==> src/rtl/adder_result_fifo.sv <==
// adder_result_fifo
// Captures every valid adder result {ovf, cout, sum} into a show-ahead
// synchronous FIFO and drains it to a consumer over valid/ready.
// The adder cannot be stalled, so a result arriving while the FIFO is full
// and not being popped is discarded and counted in a saturating drop counter.
// Optional build macro ADDER_RES_OVF_STATS_EN adds ovf_cnt, a saturating
// count of accepted results that carried the signed-overflow flag.
module adder_result_fifo #(
  parameter int DATA_WIDTH = 32,
  parameter int DEPTH      = 8,
  parameter int CNT_W      = 16
) (
  input  logic                         clk,
  input  logic                         rst_n,
  input  logic                         in_valid,
  input  logic [DATA_WIDTH-1:0]        in_sum,
  input  logic                         in_cout,
  input  logic                         in_ovf,
  output logic                         out_valid,
  input  logic                         out_ready,
  output logic [DATA_WIDTH-1:0]        out_sum,
  output logic                         out_cout,
  output logic                         out_ovf,
  output logic [$clog2(DEPTH+1)-1:0]   level,
  output logic                         full,
  output logic                         empty,
  output logic [CNT_W-1:0]             drop_cnt,
  input  logic                         clr_cnt
`ifdef ADDER_RES_OVF_STATS_EN
  ,
  output logic [CNT_W-1:0]             ovf_cnt
`endif
);

  localparam int PW = (DEPTH > 1) ? $clog2(DEPTH) : 1;
  localparam int LW = $clog2(DEPTH + 1);
  localparam int EW = DATA_WIDTH + 2;

  // Counter increment that sticks at the all-ones value instead of wrapping.
  function automatic logic [CNT_W-1:0] sat_inc(input logic [CNT_W-1:0] v);
    if (&v) begin
      return v;
    end
    return v + CNT_W'(1);
  endfunction

  logic [EW-1:0] mem [DEPTH];
  logic [PW-1:0] wr_ptr;
  logic [PW-1:0] rd_ptr;
  logic [EW-1:0] head;
  logic          push;
  logic          pop;
  logic          drop;

  // Occupancy flags come from the registered level, never from pointer equality.
  assign full      = (level == LW'(DEPTH));
  assign empty     = (level == '0);
  assign out_valid = !empty;

  // A full FIFO can still accept a result when the head leaves in the same cycle.
  assign pop  = out_valid && out_ready;
  assign push = in_valid && (!full || pop);
  assign drop = in_valid && full && !pop;

  // Show-ahead head entry; outputs are forced to zero while nothing is stored.
  assign head     = mem[rd_ptr];
  assign out_sum  = empty ? '0   : head[DATA_WIDTH-1:0];
  assign out_cout = empty ? 1'b0 : head[DATA_WIDTH];
  assign out_ovf  = empty ? 1'b0 : head[DATA_WIDTH+1];

  // Storage array: written on push, never reset (contents behind rd_ptr are dead).
  always_ff @(posedge clk) begin
    if (push) begin
      mem[wr_ptr] <= {in_ovf, in_cout, in_sum};
    end
  end

  // Write pointer advances on every accepted result, wrapping naturally.
  always_ff @(posedge clk or negedge rst_n) begin
    if (!rst_n) begin
      wr_ptr <= '0;
    end else if (push) begin
      wr_ptr <= wr_ptr + PW'(1);
    end
  end

  // Read pointer advances when the consumer takes the head entry.
  always_ff @(posedge clk or negedge rst_n) begin
    if (!rst_n) begin
      rd_ptr <= '0;
    end else if (pop) begin
      rd_ptr <= rd_ptr + PW'(1);
    end
  end

  // Occupancy: simultaneous push and pop cancel out.
  always_ff @(posedge clk or negedge rst_n) begin
    if (!rst_n) begin
      level <= '0;
    end else begin
      case ({push, pop})
        2'b10:   level <= level + LW'(1);
        2'b01:   level <= level - LW'(1);
        default: level <= level;
      endcase
    end
  end

  // Drop statistics; a clear in the same cycle as a drop takes priority.
  always_ff @(posedge clk or negedge rst_n) begin
    if (!rst_n) begin
      drop_cnt <= '0;
    end else if (clr_cnt) begin
      drop_cnt <= '0;
    end else if (drop) begin
      drop_cnt <= sat_inc(drop_cnt);
    end
  end

`ifdef ADDER_RES_OVF_STATS_EN
  // Overflow statistics count only results that actually entered the FIFO.
  always_ff @(posedge clk or negedge rst_n) begin
    if (!rst_n) begin
      ovf_cnt <= '0;
    end else if (clr_cnt) begin
      ovf_cnt <= '0;
    end else if (push && in_ovf) begin
      ovf_cnt <= sat_inc(ovf_cnt);
    end
  end
`endif

endmodule

==> config.mk <==
export PLATFORM = sky130hd
export DESIGN_NAME = adder_result_fifo
export DESIGN_NICKNAME = d
export VERILOG_FILES = /design/src/rtl/adder_result_fifo.sv
export SDC_FILE = /design/constraint.sdc
export NUM_CORES = 1
export LEC_CHECK = 0
export BUFFER_PORTS_ARGS = -buffer_cell sky130_fd_sc_hd__buf_2
export CORE_UTILIZATION = 40
export DETAILED_ROUTE_END_ITERATION = 12
export GPL_TIMING_DRIVEN = 0
export PLACE_DENSITY_LB_ADDON = 0.08
export SETUP_SLACK_MARGIN = 0.2
export SYNTH_ARGS = -nofsm -noshare
export SYNTH_HDL_FRONTEND = slang
export SYNTH_SLANG_ARGS = --single-unit
==> constraint.sdc <==
create_clock -name clk -period 4.4 [get_ports clk]
set_clock_uncertainty 0.1 [all_clocks]
set_input_delay 0.88 -clock clk [delete_from_list [all_inputs] [get_ports clk]]
set_output_delay 0.88 -clock clk [all_outputs]
set_load 0.02 [all_outputs]
==> results.txt, run 1 <==
Setup slack on the worst flop-to-flop path: 1610 ps
Highest cell delay on the worst timing path: 610 ps
Detailed-route wire length per cell: 22.2 um
Maximum clock frequency: 249 MHz
Data arrival time of the worst path: 3030 ps
Cells traversed along the worst timing path: clkbuf_1 -> buf_1 -> buf_2 -> mux4_2 -> mux2i_1 -> nor2_1 -> buf_2
Number of remaining DRC errors: 0
Total wire length after detailed routing: 25.5 mm
Total of fill cells in the finished design: 2435
Worst path buffer plus inverter count: 4
Clock root cell: clkbuf_16
Cell repeated most along the worst path: buf_2
Worst Path Required: 3420 ps
Antenna violations before repair: 1
Synth cell types: 46
P&R area growth vs syn: 20.1%
Pin count of the biggest net entering global routing: 27
Clock Tree Buf Depth: 3
Number of flip-flops and latches in the synthesized netlist: 298
Yosys top cell area share: 69.2%
Post-CTS Setup Inserts: 0
Max stage delay cell, worst path: buf_1
Multi-input gate area: 0.00289 mm2
Crit Reg-Reg Endpoint: mem[0][12]$_DFFE_PP_
Class of the tightest hold or removal check: input port to asynchronous set/reset pin
Static Leakage: 4.92 nW
Register area: 0.00882 mm2
Post-detailed-route count of antenna-violating nets: 0
RSZ-0062 raised after global routing: no
Cell area after technology mapping: 0.0118 mm2
Crit path max fanout: 10
Commonest cells in the netlist: edfxtp_1, mux4_2, nor2_1
CP Capture Type: output port
Std-Cell Core Area: 0.0289 mm2
Max cap viols: 0
Total number of vias: 6101
Cell with the most instances after synthesis: edfxtp_1
Post-layout minimum cycle time: 4010 ps
Design area: 0.0142 mm2
Number of clock buffers inserted by TritonCTS: 34
Die Outline Area: 0.0302 mm2
Count of final setup violators: 0
Total grt overflow: 0
CP Depth: 7
Critical R2R Launch: level[1]$_DFFE_PN0P_
Synth area leaders: edfxtp_1, mux4_2, dfrtp_1, mux2i_1, nor2_1
Share of post-route cells with drive strength above 1: 34.0%
Total nets after synthesis: 630
Average footprint of a synthesized cell: 20.1 um2
Share of flip-flops with an asynchronous set or reset: 8.72%
Kind of cell adding the most delay to the critical path: buffers and inverters
Synth warn: 0
Rows: 62
IO Count: 96
Number of iterations in the first detailed-routing pass: 4
First-pass GRT wire length: 39.5 mm
Combined global-route utilization of all metal layers: 17.6%
Post-cts resize count: 0
Post-route total power: 9.43 mW
Post-Synthesis Cells: 587
Max-Slew Margin vs Limit: 37.9%
Number of nets in the finished design: 782
Post-CTS Hold Fix Bufs: 0
Final weighted congestion in routability-driven placement: 0.746
Run status: finished clean
Number of sinks on the clock net: 298
Chip width: 174 um
Worst reg-to-reg path cell count: 7
Transition time at the pin with the least slew margin: 926 ps
Number of buffers added on ports: 94
Register clock-pin slew on the reported worst setup and hold paths: 60 ps
Max H-tree Level: 2
Critical setup path kind: flip-flop to output port
Share of the cycle needed by the critical path after routing: 91.1%
Worst supply voltage drop on vdd: 270 uV
Setup_tns: 0 ps
Clock tree from TritonCTS: yes
Pwr/cell area: 665 mW/mm2
Die H: 174 um
Iter 0 DRT Violations: 389
Max-slew violations: 0
Setup crit start kind: flip-flop
Vias per Instance: 5.32
DP HPWL: 16.7 mm
Most instantiated flip-flop cell in the synthesis netlist: edfxtp_1
Vias in the first global route: 6524
Yosys top cell by area: edfxtp_1
Final Hold Vio Count: 0
Initial core utilization: 40.9%
Sequential share of the synthesized area: 74.7%
Skew-Pair Late Insertion Delay: 510 ps
EDFF count, synth: 272
Placed instance area: 0.0131 mm2
[worst max path at each step]
stage	from	to	slack, ps
after floorplan	out_ready	mem[1][0]$_DFFE_PP_	340
after global placement	out_ready	mem[4][16]$_DFFE_PP_	-2570
final	rd_ptr[1]$_DFFE_PN0N_	out_sum[27]	390
after CTS	rd_ptr[1]$_DFFE_PN0N_	out_sum[27]	280
after detailed placement	rd_ptr[1]$_DFFE_PN0N_	out_sum[27]	820
after global routing	rd_ptr[1]$_DFFE_PN0N_	out_sum[27]	210
[state kept, by name (all words and copies together), names as in the netlist]
| register | cells |
|---|---|
| mem | 272 |
| drop_cnt | 16 |
| level | 4 |
| rd_ptr | 3 |
| wr_ptr | 3 |
[routing by layer]
layer	vias to the layer above	wire (um)	global-route usage (%)
li1	2718	-	-
met1	3201	10900	23.1
met2	136	13000	30.0
met3	44	1170	3.49
met4	2	448	4.39
met5	-	13	0
[through the flow]
stage / hold WS [ps] / std cells / util, % / worst slack [ps]
after floorplan: 432 / 587 / - / 338
final: 284 / 1146 / 49.1 / 391
after global placement: 444 / 1065 / 44.2 / -2570
after CTS: 300 / 1145 / 49.1 / 276
after detailed placement: 475 / 1087 / 45.5 / 823
after global routing: 327 / 1145 / 49.1 / 213
[where the power goes]
part / internal [mW] / switching (mW) / total (mW) / leakage (nW)
Sequential: 3.52 / 0.129 / 3.65 / 2.81
Combinational: 1.29 / 1.85 / 3.14 / 1.59
Clock: 1.59 / 1.05 / 2.64 / 0.515
[placed cells by master, fill, tap and decap left out, types with 2 or more instances in the layout]
cell type    n
nand3_1      6
nand2_1     10
a21oi_1     15
o31ai_1     10
o21ai_0      3
or3_1        4
clkbuf_16   37
ha_1         4
buf_12       3
nor2b_1      2
buf_1        6
mux4_2      68
nand4_1      4
buf_2      103
clkinv_1     6
a32o_1       2
mux2i_1     35
nor2_4       3
mux2_1       2
and4_1       3
inv_1        2
nand2b_1     4
xnor2_1      5
clkbuf_1    18
clkinv_2     5
nor3_2       4
buf_8        9
xor2_1       3
edfxtp_1   272
or4_1       10
nor4_2       2
nor2_1      41
dfrtp_1     26
buf_6       12
[layout make-up]
class                      count  share of cell area [%]
sequential                   298                    62.2
multi-input combinational    257                    20.4
clock buffer                  45                    6.81
timing repair buffer         116                    5.49
tap                          384                    3.39
buffer                        28                   0.927
clock inverter                13                   0.600
inverter                       4                   0.141
antenna                        1                  0.0177
[logic make-up (layout without fill, tap and decap cells)]
group	count (synthesis)	count (layout)	share of synthesized area, %
AO/OA/AOI/OAI	35	35	1.89
other	0	1	0
AND/OR/NAND/NOR	104	104	4.90
multiplexers	106	106	16.2
adder cells (fa/ha/maj)	4	4	0.424
XOR/XNOR	8	8	0.593
buffers and inverters	32	206	1.28
flip-flops	298	298	74.7
(Power assumes the default switching activity.)
==> inputs of run 2 (changes only) <==
--- a/config.mk
+++ b/config.mk
@@ -9,7 +9,7 @@
 export CORE_UTILIZATION = 40
 export DETAILED_ROUTE_END_ITERATION = 12
 export GPL_TIMING_DRIVEN = 0
-export PLACE_DENSITY_LB_ADDON = 0.08
+export REMOVE_ABC_BUFFERS = 1
 export SETUP_SLACK_MARGIN = 0.2
 export SYNTH_ARGS = -nofsm -noshare
 export SYNTH_HDL_FRONTEND = slang
==> results.txt, run 2 (synthesized netlist as in run 1, its figures left out) <==
Run status: finished clean
Setup crit start kind: flip-flop
Kind of cell adding the most delay to the critical path: buffers and inverters
Data arrival time of the worst path: 2770 ps
Cells traversed along the worst timing path: or4_1 -> inv_2 -> nor2_1 -> buf_2
Setup_tns: 0 ps
Clock root cell: clkbuf_16
Internal power of the cells: 6.41 mW
RSZ-0062 raised after global routing: no
CP endpoint: out_sum[19]
Skew-Pair Late Insertion Delay: 500 ps
Number of sinks on the clock net: 298
Detailed-route wire length per cell: 21.6 um
Highest-count cells in the layout ignoring fill and taps: edfxtp_1, buf_2, mux4_2, nor2_1
IO Count: 96
Worst supply voltage drop on vdd: 265 uV
Die Outline Area: 0.0302 mm2
Switching power as a share of total power: 31.7%
Number of buffers added on ports: 95
Critical setup path kind: flip-flop to output port
Share of the cycle needed by the critical path after routing: 85.2%
Share of post-route cells with drive strength above 1: 34.9%
Number of iterations in the first detailed-routing pass: 6
Iter 0 DRT Violations: 490
Worst reg-to-reg path cell count: 7
Crit Reg-Reg Endpoint: mem[1][14]$_DFFE_PP_
Clock Tree Buf Depth: 3
Highest cell delay on the worst timing path: 730 ps
DP HPWL: 15.4 mm
Number of flip-flops under the largest register name: 272
Max cap viols: 0
Non-filler cells in the finished layout: 1129
Pin count of the biggest net entering global routing: 49
Crit path max fanout: 36
Post-CTS Hold Fix Bufs: 0
Chip width: 174 um
Max H-tree Level: 2
CP Capture Type: output port
Share of power burned in registers: 40.8%
Vias in the first global route: 6421
Setup slack on the worst flop-to-flop path: 1610 ps
Max-slew violations: 0
Number of remaining DRC errors: 0
Post-route total power: 9.39 mW
Final weighted congestion in routability-driven placement: 0.799
First-pass GRT wire length: 37.8 mm
Post-cts resize count: 0
Relative contribution of the clock network to total power: 28.5%
Transition time at the pin with the least slew margin: 1200 ps
Critical R2R Launch: level[0]$_DFFE_PN0P_
Net switching power: 2.98 mW
P&R area growth vs syn: 20.0%
Start point of the critical path: level[1]$_DFFE_PN0P_
Total of fill cells in the finished design: 2393
Most common library cell in the layout ignoring fill and taps: edfxtp_1
Total number of vias: 6098
Register clock-pin slew on the reported worst setup and hold paths: 60 ps
Worst Path Required: 3420 ps
Combined global-route utilization of all metal layers: 16.6%
Max-Slew Margin vs Limit: 20.0%
Total wire length after detailed routing: 24.4 mm
Post-CTS Setup Inserts: 0
Die H: 174 um
Final Hold Vio Count: 0
Class of the tightest hold or removal check: input port to asynchronous set/reset pin
Number of nets in the finished design: 763
Total grt overflow: 0
Post-detailed-route count of antenna-violating nets: 0
Vias per Instance: 5.40
Rows: 62
Worst path buffer plus inverter count: 2
Count of final setup violators: 0
Static Leakage: 4.91 nW
Maximum clock frequency: 267 MHz
Post-layout minimum cycle time: 3750 ps
Number of clock buffers inserted by TritonCTS: 34
Antenna violations before repair: 3
Portion of total power attributed to combinational logic: 30.7%
Max stage delay cell, worst path: inv_2
Register containing the most flip-flops in the final layout: mem
Std-Cell Core Area: 0.0289 mm2
Initial core utilization: 40.9%
Cell count after placement: 1068
Clock tree from TritonCTS: yes
Registers with the most flip-flops: mem (272), drop_cnt (16), level (4)
CP Depth: 4
Hold Worst Slack: 300 ps
Pwr/cell area: 663 mW/mm2
## run 2: worst reg2reg max path, cell delays in order, from the launching register on
cell and delay [ps]:
dfrtp_1 500, or4b_4 240, o21a_1 200, nand2_1 240, nor3_2 610, buf_6 250
buf_6 190, buf_8 170
## run 2: layer usage
| layer | part of all wire [%] | GRT usage, % | up-vias |
|---|---|---|---|
| met5 | 0.094 | 0 | - |
| met4 | 1.7 | 4.42 | 4 |
| met3 | 5.4 | 3.90 | 44 |
| met2 | 52 | 28.8 | 167 |
| met1 | 41 | 20.8 | 3192 |
| li1 | - | - | 2691 |
## run 2: layout make-up
type / instances / area [um2] / area share, %
Timing Repair Buffer: 125 / 881 / 6.22
Antenna cell: 1 / 2.50 / 0.0177
Tap cell: 384 / 480 / 3.39
Clock buffer: 43 / 916 / 6.46
Clock inverter: 17 / 155 / 1.10
Multi-Input combinational cell: 257 / 2890 / 20.4
Sequential cell: 298 / 8830 / 62.3
Inverter: 4 / 20.0 / 0.141
## run 2: worst min path at each step
stage                     slack (ps)                     from  cells after the start                       to
after floorplan                  420    wr_ptr[2]$_DFFE_PN0P_                      1    wr_ptr[2]$_DFFE_PN0P_
after global routing             340                    rst_n                      1  drop_cnt[5]$_DFFE_PN0P_
after CTS                        300                    rst_n                      1  drop_cnt[9]$_DFFE_PN0P_
after detailed placement         470  drop_cnt[7]$_DFFE_PN0P_                      2  drop_cnt[7]$_DFFE_PN0P_
final                            300                    rst_n                      1  drop_cnt[5]$_DFFE_PN0P_
after global placement           430    wr_ptr[2]$_DFFE_PN0P_                      1    wr_ptr[2]$_DFFE_PN0P_
## run 2: power groups by stage
| stage | Sequential [mW] | Combinational (mW) | Clock [mW] |
|---|---|---|---|
| 6_report | 3.83 | 2.89 | 2.68 |
| 5_1_grt | 3.89 | 3.13 | 2.83 |
| 4_1_cts | 3.85 | 2.97 | 2.74 |
| 3_5_place_dp | 3.90 | 2.95 | 0 |
| 3_3_place_gp | 4.19 | 2.62 | 0 |
| 2_1_floorplan | 3.99 | 1.80 | 0 |
## run 2: through the flow
step           utilization [%]  cell area [um2]  worst slack, ps
2_1_floorplan                -            11700             -509
3_3_place_gp              43.8            12600            -4430
3_5_place_dp              45.4            13100             1120
4_1_cts                   49.1            14200              574
5_1_grt                   49.1            14200              421
6_report                  49.1            14200              650
